[config.mk]
export PLATFORM = sky130hd
export DESIGN_NAME = uart_tx_fifo_flat
export DESIGN_NICKNAME = d
export VERILOG_FILES = /design/src/rtl/uart_tx_fifo_pkg.sv /design/src/rtl/uart_tx_fifo_if.sv /design/src/rtl/uart_tx_fifo_ram.sv /design/src/rtl/uart_tx_fifo.sv /design/src/flat_wrapper.sv
export SDC_FILE = /design/constraint.sdc
export NUM_CORES = 1
export LEC_CHECK = 0
export ABC_CLOCK_PERIOD_IN_PS = 3300
export CELL_PAD_IN_SITES_DETAIL_PLACEMENT = 0
export CELL_PAD_IN_SITES_GLOBAL_PLACEMENT = 2
export CORE_ASPECT_RATIO = 1.75
export CORE_MARGIN = 4
export CORE_UTILIZATION = 46
export DETAILED_ROUTE_END_ITERATION = 10
export PLACE_DENSITY = 0.87
export SLEW_MARGIN = 5
export SYNTH_ARGS = -nofsm -noshare
export SYNTH_HDL_FRONTEND = slang
export SYNTH_HIERARCHICAL = 1
export SYNTH_SLANG_ARGS = --single-unit
[constraint.sdc]
create_clock -name clk -period 3.3 [get_ports clk]
set_input_delay 0.33 -clock clk [delete_from_list [all_inputs] [get_ports clk]]
set_output_delay 0.33 -clock clk [all_outputs]
set_load 0.02 [all_outputs]
[src/rtl/uart_tx_fifo_pkg.sv]
// uart_tx_fifo_pkg: shared sizes and drain FSM encoding for the UART TX byte FIFO
package uart_tx_fifo_pkg;
  localparam int DEPTH = 16;
  localparam int AW = 4;
  localparam int DATA_W = 8;
  typedef enum logic [1:0] {
    D_IDLE  = 2'd0,
    D_ISSUE = 2'd1,
    D_WAIT  = 2'd2,
    D_BUSY  = 2'd3
  } drain_t;
endpackage

[src/rtl/uart_tx_fifo_if.sv]
// uart_tx_fifo_if: producer, control and transmitter-side signals of the UART TX FIFO
interface uart_tx_fifo_if;
  import uart_tx_fifo_pkg::*;
  logic              wr_valid;
  logic [DATA_W-1:0] wr_data;
  logic              wr_ready;
  logic              flush;
  logic              clr_overflow;
  logic              tx_ready;
  logic              tx_data_valid;
  logic [DATA_W-1:0] tx_data;
  logic [AW:0]       level;
  logic              overflow;
  logic              idle;
  modport master (
    output wr_valid, wr_data, flush, clr_overflow, tx_ready,
    input  wr_ready, tx_data_valid, tx_data, level, overflow, idle
  );
  modport slave (
    input  wr_valid, wr_data, flush, clr_overflow, tx_ready,
    output wr_ready, tx_data_valid, tx_data, level, overflow, idle
  );
endinterface

[src/rtl/uart_tx_fifo_ram.sv]
// uart_tx_fifo_ram: DEPTH x DATA_W storage, synchronous write, combinational read
module uart_tx_fifo_ram
  import uart_tx_fifo_pkg::*;
(
  input  logic              clk,
  input  logic              we,
  input  logic [AW-1:0]     waddr,
  input  logic [DATA_W-1:0] wdata,
  input  logic [AW-1:0]     raddr,
  output logic [DATA_W-1:0] rdata
);
  logic [DATA_W-1:0] mem [DEPTH];
  // storage is not reset: contents are only meaningful below the level count
  always_ff @(posedge clk)
    if (we) mem[waddr] <= wdata;
  assign rdata = mem[raddr];
endmodule

[src/rtl/uart_tx_fifo.sv]
// uart_tx_fifo: byte FIFO draining one-cycle valid pulses into the UART transmitter
module uart_tx_fifo
  import uart_tx_fifo_pkg::*;
(
  input logic clk,
  input logic reset,
  uart_tx_fifo_if.slave bus
);
  localparam logic [AW:0] FULL_LVL = (AW+1)'(DEPTH);
  drain_t            state, state_n;
  logic [AW-1:0]     wr_ptr, rd_ptr;
  logic [AW:0]       level;
  logic [DATA_W-1:0] rd_data, tx_data;
  logic              full, empty, wr_en, pop, overflow, tx_data_valid;
  assign full  = level == FULL_LVL;
  assign empty = level == '0;
  assign wr_en = bus.wr_valid && !full && !bus.flush;
  assign bus.wr_ready      = !full;
  assign bus.level         = level;
  assign bus.overflow      = overflow;
  assign bus.tx_data       = tx_data;
  assign bus.tx_data_valid = tx_data_valid;
  assign bus.idle          = empty && state == D_IDLE;
  uart_tx_fifo_ram u_ram (
    .clk   (clk),
    .we    (wr_en),
    .waddr (wr_ptr),
    .wdata (bus.wr_data),
    .raddr (rd_ptr),
    .rdata (rd_data)
  );
  // pop only from idle so a second pulse needs tx_ready to fall and rise again
  always_comb begin
    state_n = state;
    pop     = 1'b0;
    case (state)
      D_IDLE: begin
        pop     = !empty && bus.tx_ready && !bus.flush;
        state_n = pop ? D_ISSUE : D_IDLE;
      end
      D_ISSUE: state_n = D_WAIT;
      D_WAIT:  state_n = bus.tx_ready ? D_WAIT : D_BUSY;
      D_BUSY:  state_n = bus.tx_ready ? D_IDLE : D_BUSY;
      default: state_n = D_IDLE;
    endcase
  end
  // drain FSM state register
  always_ff @(posedge clk or posedge reset)
    if (reset) state <= D_IDLE;
    else state <= state_n;
  // pointers, level, sticky overflow and the registered transmit byte/pulse
  always_ff @(posedge clk or posedge reset)
    if (reset) begin
      wr_ptr        <= '0;
      rd_ptr        <= '0;
      level         <= '0;
      overflow      <= 1'b0;
      tx_data       <= '0;
      tx_data_valid <= 1'b0;
    end else begin
      wr_ptr        <= bus.flush ? '0 : wr_ptr + AW'(wr_en);
      rd_ptr        <= bus.flush ? '0 : rd_ptr + AW'(pop);
      level         <= bus.flush ? '0 : level + (AW+1)'(wr_en) - (AW+1)'(pop);
      overflow      <= (bus.wr_valid && full && !bus.flush) || (overflow && !bus.clr_overflow);
      tx_data       <= pop ? rd_data : tx_data;
      tx_data_valid <= pop;
    end
endmodule
[src/flat_wrapper.sv]
// flat-port wrapper written by rule: the top's interface ports become plain ports
module uart_tx_fifo_flat import uart_tx_fifo_pkg::*;
  (clk, reset, bus_wr_valid, bus_wr_data, bus_flush, bus_clr_overflow, bus_tx_ready, bus_wr_ready, bus_tx_data_valid, bus_tx_data, bus_level, bus_overflow, bus_idle);
  uart_tx_fifo_if bus_i ();
  input logic clk;
  input logic reset;
  input wire logic [$bits(bus_i.wr_valid)-1:0] bus_wr_valid;
  input wire logic [$bits(bus_i.wr_data)-1:0] bus_wr_data;
  input wire logic [$bits(bus_i.flush)-1:0] bus_flush;
  input wire logic [$bits(bus_i.clr_overflow)-1:0] bus_clr_overflow;
  input wire logic [$bits(bus_i.tx_ready)-1:0] bus_tx_ready;
  output wire logic [$bits(bus_i.wr_ready)-1:0] bus_wr_ready;
  output wire logic [$bits(bus_i.tx_data_valid)-1:0] bus_tx_data_valid;
  output wire logic [$bits(bus_i.tx_data)-1:0] bus_tx_data;
  output wire logic [$bits(bus_i.level)-1:0] bus_level;
  output wire logic [$bits(bus_i.overflow)-1:0] bus_overflow;
  output wire logic [$bits(bus_i.idle)-1:0] bus_idle;
  assign bus_i.wr_valid = bus_wr_valid;
  assign bus_i.wr_data = bus_wr_data;
  assign bus_i.flush = bus_flush;
  assign bus_i.clr_overflow = bus_clr_overflow;
  assign bus_i.tx_ready = bus_tx_ready;
  assign bus_wr_ready = bus_i.wr_ready;
  assign bus_tx_data_valid = bus_i.tx_data_valid;
  assign bus_tx_data = bus_i.tx_data;
  assign bus_level = bus_i.level;
  assign bus_overflow = bus_i.overflow;
  assign bus_idle = bus_i.idle;
  uart_tx_fifo u_core (.clk(clk), .reset(reset), .bus(bus_i));
endmodule
### After elaboration in Yosys (flattened, before gate mapping)

Memory sizes are Yosys's and may differ from the RTL's. A register that Yosys moved wholly into a read port is not among the register bits.
Cells that the tools add are included.

| storage, ports and cells | value |
|---|---|
| bits in registers | 17 |
| bits in writable memories | 128 |
| input port bits | 14 |
| output and inout bits | 17 |
| word-level logic and storage cells | 40 |
| memories kept | 1 |

Memories:

| name | words | bits a word | rd ports | clocked after memory_dff | write ports | RTL line | text |
|---|---|---|---|---|---|---|---|
| u_core.u_ram.mem | 16 | 8 | 1 | 1 | 1 | uart_tx_fifo_ram.sv:12 | `logic [DATA_W-1:0] mem [DEPTH];` |

| cells by class | value |
|---|---|
| add/subtract/negate cells | 4 |
| equality and inequality tests | 4 |
| muxes and demuxes | 10 |
| reduce and logical (&&, ||, !) cells | 15 |

Operators with widths:

| cell | number |
|---|---|
| 4-bit by 1-bit adder with 4-bit output | 2 |
| 1-bit logical AND | 8 |
| 4-bit 2-to-1 mux | 2 |
| 2-bit case mux with 4 select lines | 1 |
| 5-bit by 1-bit adder with 5-bit output | 1 |
| 5-bit equality test, second input constant | 1 |
| 5-bit zero test | 1 |
| 1-bit 2-to-1 mux | 5 |
| 5-bit 2-to-1 mux | 1 |
| 5-bit by 1-bit subtractor with 5-bit output | 1 |
| 2-bit equality test, second input constant | 2 |
| 1-bit zero test | 4 |
| 2-bit by 1-bit equality test with 1-bit output, second input constant | 1 |
| 2-bit zero test | 1 |
| 2-bit 2-to-1 mux | 1 |
| 1-bit logical OR | 1 |

### Longest topological paths before layout

| logic depth | value |
|---|---|
| depth after elaboration | 7 |
| depth in mapped cells | 12 |

### Hierarchy

Netlist, hierarchy kept.

Modules (own cells, without submodules):

| module | instances | cells an instance | area each (um^2) | sequential area each (um^2) |
|---|---|---|---|---|
| uart_tx_fifo_ram | 1 | 221 | 4,987.3 | 3,843.7 |
| uart_tx_fifo | 1 | 101 | 1,224.9 | 625.6 |

### Worst setup path before layout

OpenSTA, ideal clock, no wires.

| timing | value |
|---|---|
| path type | register -> register |
| start point | register u_core.level[3], in the netlist u_core/bus.level[3] |
| end point | register u_core.level[4], in the netlist u_core/bus.level[4] |
| library setup time | 0.083 ns |
| arrival | 2.758 ns |
| required time | 3.217 ns |
| slack | 0.459 ns |
| stages on the path, launching flop included | 13 |
| path buffers | 1 |
| path through | dfrtp_1 -> inv_1 -> ha_1 -> or4b_4 -> nand4b_4 -> buf_8 -> xnor2_1 -> ha_1 -> inv_1 -> fa_1 -> nand2b_1 -> a2111o_1 -> o21ai_0 |

| between the ends | value |
|---|---|
| cells in the longest elaborated chain, start to end | 7 |
| elaborated cells between the ends (all ways) | 12 |
| those cells by class | 2 x add/sub; 1 x eq/ne; 2 x mux; 7 x reduce/logical |

Ends and longest elaborated chain:

| item | RTL line | text |
|---|---|---|
| start: declaration | uart_tx_fifo.sv:12 | `logic [AW:0] level;` |
| start signal: assignment | uart_tx_fifo.sv:63 | `level <= bus.flush ? '0 : level + (AW+1)'(wr_en) - (AW+1)'(pop);` |
| 5-bit equality test or 5-bit zero test (tied branches) | uart_tx_fifo.sv:15, uart_tx_fifo.sv:16 |  |
| 1-bit zero test, on equally long branches | uart_tx_fifo.sv:17, uart_tx_fifo.sv:38 |  |
| 1-bit logical AND, on equally long branches (2 in a row) | uart_tx_fifo.sv:17, uart_tx_fifo.sv:38 |  |
| 5-bit by 1-bit adder with 5-bit output or 1-bit 2-to-1 mux (tied branches) | uart_tx_fifo.sv:63, uart_tx_fifo.sv:36 |  |
| 5-bit by 1-bit subtractor with 5-bit output (*) | uart_tx_fifo.sv:63 |  |
| 5-bit 2-to-1 mux (*) | uart_tx_fifo.sv:63 |  |

Mark *: on every way between the ends. The rest lies on a longest branch, timed or not.

### Worst setup path in the final report

| timing | value |
|---|---|
| start point | register u_core.level[3], in the netlist u_core/bus.level[3] |
| end point | output port bus_idle |

| between the ends | value |
|---|---|
| cells in the longest elaborated chain, start to end | 2 |

Ends and longest elaborated chain:

| item | RTL line | text |
|---|---|---|
| 5-bit zero test | uart_tx_fifo.sv:16 | `assign empty = level == '0;` |
| 1-bit logical AND | uart_tx_fifo.sv:23 | `assign bus.idle = empty && state == D_IDLE;` |
| end: declaration | flat_wrapper.sv:17 | `output wire logic [$bits(bus_i.idle)-1:0] bus_idle;` |

Every way passes these cells.

==> results.yml <==
place:
  portBuffers: 30
  pre_cts_ws_ns: 0.5375
  place_inst: 532
  place_hpwl_mm: 8.085
  place_congestion: 0.7864
global_routing:
  grt_usage: 0.1654
  grt_pass1_vias: 3305
  grt_max_degree: 35
  antenna_found_initial: 0
  grt_overflow: 0
  grt_first_pass_wirelength_mm: 18.26
synth:
  synth.largest_area_cell: "edfxtp_1"
  synth_edf_count: 128
  ys_seq_area_frac: 0.7194
  syn_area_per_cell_um2: 19.29
  ys_seq_elements: 153
  synth_cell_type_count: 39
  async_flop_share: 0.1634
  ys.flop_type: "edfxtp_1"
  syn_area_um2: 6212
  syn_inst: 322
  yosys_warnings: 6
  syn-num-nets: 346
  synth.most_common_cell: "edfxtp_1"
  synth.top_cell.area_share: 0.6187
  synth_commonest_cells: "edfxtp_1, dfrtp_1, nor2_1, mux4_2, a22oi_1"
  synthTopCellsByArea: "edfxtp_1, dfrtp_1, mux4_2, mux4_1, a22oi_1"
cts:
  numCtsBuffers: 17
  path_clk_slew_ns: 0.06
  cts_resized: 0
  cts-hold-fix-buffers: 0
  post-cts-setup-buffers: 0
  cts_tree: "built"
  root_buffer: "clkbuf_16"
  cts_buffer_depth: 2
  htree_levels: 4
  cts_sinks: 153
  insertion_delay_ns: 0.42
detailed_routing:
  wl_per_cell_um: 20.89
  drtIter0Drc: 192
  drc: 0
  ant_nets: 0
  drt-pass1-iter-count: 4
  vias_per_cell: 5.488
  wl_mm: 11.78
  via_count: 3095
power_and_ir_drop:
  cellPowerDensity_nw_per_um2: 657.2
  peakVddDrop_mv: 0.4090
  power.total_w: 0.004837
  total_leakage_power_nw: 2.569
worst_setup_path:
  required_ns: 2.97
  startpoint_type: "flip-flop"
  r2r_slack_ns: 0.55
  startpoint: "u_core/bus.level[3]$_DFF_PP0_"
  rr_startpoint: "u_core/bus.level[3]$_DFF_PP0_"
  path_class: "flip-flop to primary output"
  critPathCapture: "bus_idle"
  reg2reg_to: "u_core/bus.level[4]$_DFF_PP0_"
  worstPathMaxFanout: 3
  r2r_cells: 11
  critPathCaptureType: "primary output"
  cp.arrival_ns: 2.42
finish:
  drive_gt1_frac: 0.2137
  multiInputGateArea_um2: 1604
  fillers: 1005
  nNetsFinal: 404
  layout.cells.non_filler: 564
  antenna_cells: 0
  seqCellArea_um2: 4471
  area_growth_syn_to_layout_pct: 18.49
floorplanning:
  coreArea_um2: 13080
  die_w_um: 95.85
  initial_core_util: 0.4751
  num_rows: 55
  die_area_um2: 15500
  dieHeight_um: 161.7
  ios: 31
outcome:
  status: "finished clean"
sta:
  finalSetupViolations: 0
  finalWorstSetupSlack_ns: 0.5464
  max-slew-margin-rel: 0.3562
  min_period_over_period: 0.8344
  rsz0062_at_grt: "no"
  slew_viol_final: 0
  worstMarginPinSlew_ns: 0.9646
  finClkSkew_ns: 0.009390
  max_freq_ghz: 0.3632
  hold_viol: 0
  fin_setup_tns_ns: 0
  period_minus_slack_ns: 2.754
job:
  cap_violations: 0
min_path:
  hold_class: "input pin to async pin"
==> routing by layer <==
metal / track usage / vias to the layer above / wire length [um]
met3: 0.03707 / 14 / 330
met4: 0.06347 / 0 / 188
li1: - / 1403 / -
met1: 0.1857 / 1614 / 4393
met5: 0 / - / 0
met2: 0.2981 / 64 / 6867
==> registers in the layout, summed over array words and instances, names as in the netlist <==
signal	cells
u_core/rd_ptr	4
u_core/u_ram/mem	128
u_core/wr_ptr	4
u_core/bus.level	5
u_core/bus.tx_data_valid	1
u_core/bus.overflow	1
u_core/state	2
u_core/bus.tx_data	8
==> worst min-delay path by stage <==
stage / startpoint / end / slack [ns] / cells past startpoint
6_report: reset / u_core/bus.tx_data[1]$_DFFE_PP0P_ / 0.44 / 2
5_1_grt: bus_clr_overflow / u_core/bus.overflow$_DFF_PP0_ / 0.51 / 2
4_1_cts: reset / u_core/bus.tx_data[1]$_DFFE_PP0P_ / 0.46 / 2
3_5_place_dp: u_core/bus.tx_data[6]$_DFFE_PP0P_ / u_core/bus.tx_data[6]$_DFFE_PP0P_ / 0.50 / 1
3_3_place_gp: u_core/bus.tx_data[6]$_DFFE_PP0P_ / u_core/bus.tx_data[6]$_DFFE_PP0P_ / 0.50 / 1
2_1_floorplan: reset / u_core/bus.level[0]$_DFF_PP0_ / 0.36 / 1
==> where the power goes <==
group,switching (W),internal (W)
sequential,0.0000831,0.00220
combinational,0.000355,0.000370
clock,0.000777,0.00105
total,0.00121,0.00362
==> worst max-delay path: stages, from the launching register on <==
cell and delay (ns):
dfrtp_1 0.40, inv_1 0.09, ha_1 0.20, or4b_4 0.50
nor3_1 0.18, clkdlybuf4s50_1 0.64
==> per-stage QoR <==
stage | cell area [um2] | util | hold slack, ns
global route | 7361 | 0.5630 | 0.5109
floorplan | 6212 | - | 0.3573
CTS | 7361 | 0.5630 | 0.4567
finish | 7361 | 0.5630 | 0.4354
global placement | 6793 | 0.5195 | 0.4993
detailed placement | 6793 | 0.5195 | 0.5016
==> placed cells by master, fill, tap and decap left out, drive strengths merged, types with 2 or more instances in the layout <==
master / instances
xnor2: 4
mux4: 32
o21ai: 2
nor2b: 7
nor3: 5
nand2: 9
a22oi: 16
nand3b: 2
xor2: 3
dfrtp: 25
nand3: 5
buf: 21
nand2b: 6
nor2: 25
clkdlybuf4s50: 30
edfxtp: 128
clkinv: 2
clkbuf: 18
ha: 9
a21oi: 3
clkinvlp: 5
inv: 15
mux2: 8
==> cells by family (layout without fill, tap and decap cells) <==
kind of cell    count (synthesis)  in the layout  synth area share
simple gates                   66             66           0.05700
fa+ha+maj                      10             10           0.02135
buf+inv                        21             92           0.02235
flops                         153            153            0.7194
xor+xnor                        7              7          0.009869
compound gates                 25             25           0.02860
mux                            40             40            0.1414
==> layout make-up <==
class | instances | area share
inverters | 9 | 0.004589
repair buffers | 51 | 0.06391
clock inverters | 14 | 0.01887
well taps | 171 | 0.02907
flip-flops and latches | 153 | 0.6073
multi-input cells | 148 | 0.2179
clock buffers | 18 | 0.05830
No activity file was read; power rests on OpenSTA's default activity.
